[src/rtl/cache_arbiter.sv]
// Round-robin arbiter that funnels N_REQ requesters onto a single cache port.
// Optional BUSY watchdog is compiled in with `define CACHE_ARB_TIMEOUT_EN.
module cache_arbiter #(
   parameter int unsigned N_REQ          = 2,
   parameter int unsigned TIMEOUT_CYCLES = 1024
) (
   input  logic                     clk,
   input  logic                     rstn_i,
   input  logic [N_REQ-1:0]         rq_read_i,
   input  logic [N_REQ-1:0]         rq_write_i,
   input  logic [4*N_REQ-1:0]       rq_we_i,
   input  logic [32*N_REQ-1:0]      rq_addr_i,
   input  logic [32*N_REQ-1:0]      rq_data_i,
   output logic [31:0]              rq_data_o,
   output logic [N_REQ-1:0]         rq_valid_o,
   output logic                     c_read_o,
   output logic                     c_write_o,
   output logic [3:0]               c_we_o,
   output logic [31:0]              c_addr_o,
   output logic [31:0]              c_data_o,
   input  logic [31:0]              c_data_i,
   input  logic                     c_valid_i,
   output logic [$clog2(N_REQ)-1:0] grant_o,
   output logic                     busy_o,
   output logic                     err_o
);

   localparam int unsigned IW = $clog2(N_REQ);

   if (N_REQ < 2 || N_REQ > 8 || TIMEOUT_CYCLES < 1) begin : g_bad_param
      $error("cache_arbiter: N_REQ must be 2..8 and TIMEOUT_CYCLES >= 1");
   end

   typedef enum logic {IDLE, BUSY} state_e;

   state_e          state_q;
   logic [IW-1:0]   owner_q;
   logic [IW-1:0]   last_q;

   logic [N_REQ-1:0] active;
   logic [3:0]       we_a   [N_REQ];
   logic [31:0]      addr_a [N_REQ];
   logic [31:0]      wdat_a [N_REQ];
   logic [IW-1:0]    winner;
   logic [IW-1:0]    sel;
   logic             found;
   logic             fwd;
   logic             timeout;
   int unsigned      rr;

   assign active = rq_read_i | rq_write_i;

   always_comb begin : unpack
      for (int unsigned k = 0; k < N_REQ; k++) begin
         we_a[k]   = rq_we_i[4*k +: 4];
         addr_a[k] = rq_addr_i[32*k +: 32];
         wdat_a[k] = rq_data_i[32*k +: 32];
      end
   end

   // Winner defaults to last so grant_o holds last when nobody is requesting.
   always_comb begin : arbitrate
      winner = last_q;
      found  = 1'b0;
      rr     = 0;
      for (int unsigned i = 1; i <= N_REQ; i++) begin
         rr = (32'(last_q) + i) % N_REQ;
         if (!found && active[IW'(rr)]) begin
            found  = 1'b1;
            winner = IW'(rr);
         end
      end
   end

   assign sel = (state_q == BUSY) ? owner_q : winner;
   assign fwd = (state_q == BUSY) ? active[owner_q] : found;

   always_comb begin : forward
      c_write_o  = fwd & rq_write_i[sel];
      c_read_o   = fwd & rq_read_i[sel] & ~rq_write_i[sel];
      c_we_o     = fwd ? we_a[sel]   : '0;
      c_addr_o   = fwd ? addr_a[sel] : '0;
      c_data_o   = fwd ? wdat_a[sel] : '0;
      rq_valid_o = '0;
      if (fwd && c_valid_i) begin
         rq_valid_o[sel] = 1'b1;
      end
   end

   assign rq_data_o = c_data_i;
   assign grant_o   = sel;
   assign busy_o    = (state_q == BUSY);

`ifdef CACHE_ARB_TIMEOUT_EN
   localparam int unsigned CW = $clog2(TIMEOUT_CYCLES + 1);
   logic [CW-1:0] cnt_q;

   // Counter sits at zero in IDLE, so the first BUSY cycle sees 0.
   always_ff @(posedge clk or negedge rstn_i) begin
      if (!rstn_i) begin
         cnt_q <= '0;
      end else if (state_q == IDLE) begin
         cnt_q <= '0;
      end else begin
         cnt_q <= cnt_q + CW'(1);
      end
   end

   assign timeout = (state_q == BUSY) && fwd && !c_valid_i &&
                    (cnt_q == CW'(TIMEOUT_CYCLES - 1));
`else
   assign timeout = 1'b0;
`endif

   assign err_o = timeout;

   always_ff @(posedge clk or negedge rstn_i) begin
      if (!rstn_i) begin
         state_q <= IDLE;
         owner_q <= '0;
         last_q  <= IW'(N_REQ - 1);
      end else begin
         case (state_q)
            IDLE: begin
               if (found) begin
                  if (c_valid_i) begin
                     last_q <= winner;
                  end else begin
                     state_q <= BUSY;
                     owner_q <= winner;
                  end
               end
            end
            BUSY: begin
               // Completion, abort and watchdog expiry all release the owner.
               if (!fwd || c_valid_i || timeout) begin
                  state_q <= IDLE;
                  last_q  <= owner_q;
               end
            end
            default: state_q <= IDLE;
         endcase
      end
   end

endmodule

[config.mk]
export PLATFORM = sky130hd
export DESIGN_NAME = cache_arbiter
export DESIGN_NICKNAME = d
export VERILOG_FILES = /design/src/rtl/cache_arbiter.sv
export SDC_FILE = /design/constraint.sdc
export NUM_CORES = 1
export LEC_CHECK = 0
export BUFFER_PORTS_ARGS = -buffer_cell sky130_fd_sc_hd__buf_2
export CORE_AREA = 2 2 109 111
export CTS_BUF_LIST = sky130_fd_sc_hd__clkbuf_8 sky130_fd_sc_hd__clkbuf_16
export DETAILED_ROUTE_END_ITERATION = 10
export DIE_AREA = 0 0 111 113
export PLACE_DENSITY = 0.54
export SLEW_MARGIN = 20
export SYNTH_ARGS = -nofsm -noshare
export SYNTH_HDL_FRONTEND = slang
export SYNTH_SLANG_ARGS = --single-unit
[constraint.sdc]
create_clock -name clk -period 3.62 [get_ports clk]
set_input_delay 0.181 -clock clk [delete_from_list [all_inputs] [get_ports clk]]
set_output_delay 0.181 -clock clk [all_outputs]
set_load 0.005 [all_outputs]
# After elaboration in Yosys (flattened, before gate mapping)
# Cells that the tools add are included.
# op_classes
n_reduce_logical,8
mux,39
n_eq_ne,3
n_addsub,2
order_cmp,6
bitwise,8
# ops
operator,count
32-bit 2-to-1 mux,8
1-bit 2-to-1 mux,23
4-bit 2-to-1 mux,4
"1-bit by 2-bit < comparator with 1-bit output, second input constant",4
3-bit AND reduction,2
"2-bit != test, second input constant",2
1-bit case mux with 2 select lines,2
1-bit AND,3
1-bit logical AND,3
1-bit NOT,3
"1-bit adder, second input constant",2
"2-bit >= comparator, second input constant",1
1-bit zero test,2
2-bit 2-to-1 mux,1
"2-bit by 1-bit != test with 1-bit output, second input constant",1
1-bit NOT with 2-bit output,1
2-bit bitwise OR,1
1-bit demux with 1-bit select,1
"1-bit >= comparator, second input constant",1
1-bit logical OR,1
# totals
out_inout_bits,107
input_bits,175
reg_bits,3
word_cells,69

# Logic depth before layout (Yosys ltp)
# depth
depth_word,13
ltp_mapped,6
ltp_nobuf,3

# Least setup slack after synthesis
# No wires, ideal clock.
# synth_path
path_kind,reg-to-output
startpoint,"reg state_q, in the netlist busy_o"
endpoint,out c_addr_o[13]
path_stages_with_launch,7
t_arrival_ns,1.443
t_required_ns,3.439
n_path_buf,3
slack_ns,1.996
path_cell_list,dfrtp_1 > buf_4 > or4b_4 > buf_6 > buf_2 > o211ai_1 > mux2i_1
# synth_between
elab_chain_cells,6
elab_cells_between_ends,7
cone_classes,mux: 6; bitwise: 1
# synth_lines
element,line,text
from (decl),36,state_e state_q;
from (signal assigned),119,state_q <= IDLE;
from (signal assigned),129,state_q <= BUSY;
from (signal assigned),137,state_q <= IDLE;
1-bit 2-to-1 mux,75,assign sel = (state_q == BUSY) ? owner_q : winner;
1-bit NOT with 2-bit output (implied by the code),82,c_addr_o = fwd ? addr_a[sel] : '0;
32-bit 2-to-1 mux (implied by the code) (3 in series),82,
32-bit 2-to-1 mux *,82,
to (decl),19,"output logic [31:0] c_addr_o,"
# Mark *: on every way between the ends. The rest lies on a longest branch, timed or not. The select of a mux whose other input is x is not followed.

# Final worst setup path
# layout_path
startpoint,"reg state_q, in the netlist busy_o"
endpoint,out c_addr_o[12]
# The elaborated chain is that of the path after synthesis.

==> out/qor.csv <==
stage,metric,value,unit
hold_path,holdCritPathClass,input pin to flip-flop,
die,rows,39,
logic_synthesis,yosysUniqueCellTypes,35,
clock_network,cts_sinks,3,
placed_design,port_buffers,216,
clock_network,htree_num_levels,1,
logic_synthesis,synth-async-reset-ratio,1.00,
layout,n_antenna_cell,0,
timing,final-hold-violation-count,0,
die,pin_count,282,
layout,drive_gt1_frac,0.498,
timing,rsz0062_at_grt,no,
layout,design_area,3420,um2
grt,grt_util_all_layers,0.129,
clock_network,numCtsBuffers,3,
layout,fill_cells,1228,
layout,syn_to_final_growth,30.8,%
pwr,seqPwrFrac,0.052,
logic_synthesis,synthTopCellsByCount,"o211ai_1 (137), mux2i_1 (68), buf_4 (34)",
critical_path,critPathLaunchType,flip-flop,
logic_synthesis,syn_area,2620,um2
layout,register_area,76.3,um2
pwr,p_leak,0.00171,uW
clock_network,cts_root_buf,clkbuf_16,
placed_design,dp_hpwl,6590,um
grt,antenna_found_initial,0,
layout,fin_nets,642,
die,dieArea,12500,um2
clock_network,clockBufferDepth,2,
detailed_routing,drt-initial-drc-count,259,
critical_path,critPathArrivalTime,2.42,ns
logic_synthesis,syn-instance-count,327,
timing,fin_crit,2.60,ns
detailed_routing,antenna_left,0,
timing,min_period_over_period,0.718,
clock_network,cts_tree,yes,
pwr,pwr-share-comb,0.807,
layout,multi_input_area,1930,um2
grt,grt_pass1_vias,2980,
timing,drv_slew,0,
detailed_routing,drc_errors,0,
pwr,worst_ir_drop_vdd,0.465,mV
placed_design,post_dp_cell_area,3330,um2
detailed_routing,viasPerCell,5.28,
detailed_routing,totalWireLength,8920,um
timing,fmax,385,MHz
clock_network,post_cts_buffers,0,
logic_synthesis,synth-main-ff-cell,dfrtp_1,
timing,relSlewSlack,0.449,
logic_synthesis,synth_area_leaders,"o211ai_1 (39%), mux2i_1 (26%), buf_4 (9.8%)",
clock_network,clk_latency,0.22,ns
detailed_routing,dr.pass1.iters,4,
logic_synthesis,ys_seq_elements,3,
detailed_routing,vias,3213,
die,die_y,113,um
critical_path,cp-end-kind,output pin,
critical_path,cp_max_fo,84,
pwr,p_int,664,uW
grt,grt_first_pass_wirelength,14200,um
detailed_routing,route.detailed.wl_per_inst,14.6,um
die,die_x,111,um
logic_synthesis,yosysSeqAreaShare,0.0292,
pwr,switchingPower,554,uW
critical_path,r2r_setup_slack,1.79,ns
logic_synthesis,synth.top_cell.area_share,0.393,
die,core,11300,um2
grt,grt-ovfl-total,0,
die,initial_core_util,0.232,
logic_synthesis,synth_edf_count,0,
logic_synthesis,ys_warn_count,0,
critical_path,cp.required,3.44,ns
pwr,switching_share,0.455,
clock_network,clk_pin_slew,0.03,ns
clock_network,cts.repair.resized,0,
grt,grt_max_degree,88,
status,outcome,"complete, no violations",
logic_synthesis,synthesis.nets,502,
timing,tightest_slew,0.827,ns
pwr,power_density,356,nW/um2
timing,finClkSkew,0.00185,ns
flow_run,drv_cap,0,
timing,fin_setup_tns,0,ns
logic_synthesis,yosys.area.top_type,o211ai_1,
timing,finalSetupViolCount,0,
placed_design,gp_congestion,0.863,
critical_path,path_class,flip-flop to output pin,
logic_synthesis,yosys.cell_count.top_type,o211ai_1,
logic_synthesis,synth.avg_cell_area,8.00,um2
pwr,clock_power_share,0.142,
## cell type report
type                            instances  area share
Timing Repair Buffer                  223       0.336
Sequential cell                         3      0.0223
Clock inverter                          1     0.00110
Tap cell                              143      0.0523
Clock buffer                            3      0.0219
Inverter                                3     0.00329
Multi-Input combinational cell        233       0.563
## state kept, by name, summed over array words and instances (netlist names)
name,cells
owner_q,1
busy_o,1
last_q,1
## critical path, cell delays in order (launching register included)
cell	delay [ns]
dfrtp_1	0.56
or4b_4	0.79
buf_12	0.30
o211ai_1	0.19
mux2i_1	0.10
buf_2	0.15
## per-stage QoR
stage	power (uW)	setup slack (ns)	instances	util	hold WS (ns)
floorplan	827	2.00	327	-	-0.115
global placement	1040	1.25	604	0.296	-0.0254
detailed placement	1050	1.21	604	0.296	-0.0205
CTS	1230	1.06	609	0.303	0.198
global route	1320	0.883	609	0.303	0.225
finish	1220	1.02	609	0.303	0.206
## cell families (layout without fill, tap and decap cells)
family	count (synthesis)	after routing	share of synthesized area
multiplexers	68	68	0.260
flip-flops	3	3	0.0292
AND/OR/NAND/NOR	15	15	0.0325
other	1	1	0.00143
AO/OA/AOI/OAI	149	149	0.430
buffers and inverters	91	230	0.246
## repair_timing
item,in CTS,in global routing
hold buffers,1,0
setup endpoints to repair,0,0
endpoints found under the hold margin,3,0
## power groups by stage
stage	Clock [uW]	Sequential (uW)	Combinational, uW
finish	173	62.7	982
global route	180	65.2	1080
CTS	176	62.7	995
detailed placement	0	62.7	990
global placement	0	62.7	980
floorplan	0	54.2	773
## per-layer routing
| metal | vias to the layer above | GRT usage | share of wire |
|---|---|---|---|
| li1 | 1554 | - | - |
| met1 | 1489 | 0.161 | 0.41 |
| met2 | 152 | 0.235 | 0.50 |
| met3 | 18 | 0.0230 | 0.074 |
| met4 | 0 | 0.0275 | 0.012 |
| met5 | - | 0 | 0 |
## path summary, 6_finish.rpt
| check | cells after the start | to | start |
|---|---|---|---|
| max in group asynchronous | 2 | last_q | rstn_i |
| min in group asynchronous | 2 | busy_o | rstn_i |
| max reg2reg | 3 | busy_o | busy_o |
| min reg2reg | 3 | owner_q | last_q |
| min | 2 | busy_o | c_valid_i |
| max | 5 | c_addr_o[12] | busy_o |
## cells in the final DEF (no fill, tap or decap), types with 2 or more instances in the layout
master | netlist | routed
o211ai_1 | 137 | 137
buf_2 | 25 | 216
nor2_1 | 5 | 5
inv_1 | 2 | 3
o21ai_0 | 2 | 2
dfrtp_1 | 2 | 2
buf_4 | 34 | 5
clkbuf_16 | 0 | 3
mux2i_1 | 68 | 68
(Power assumes the default switching activity.)
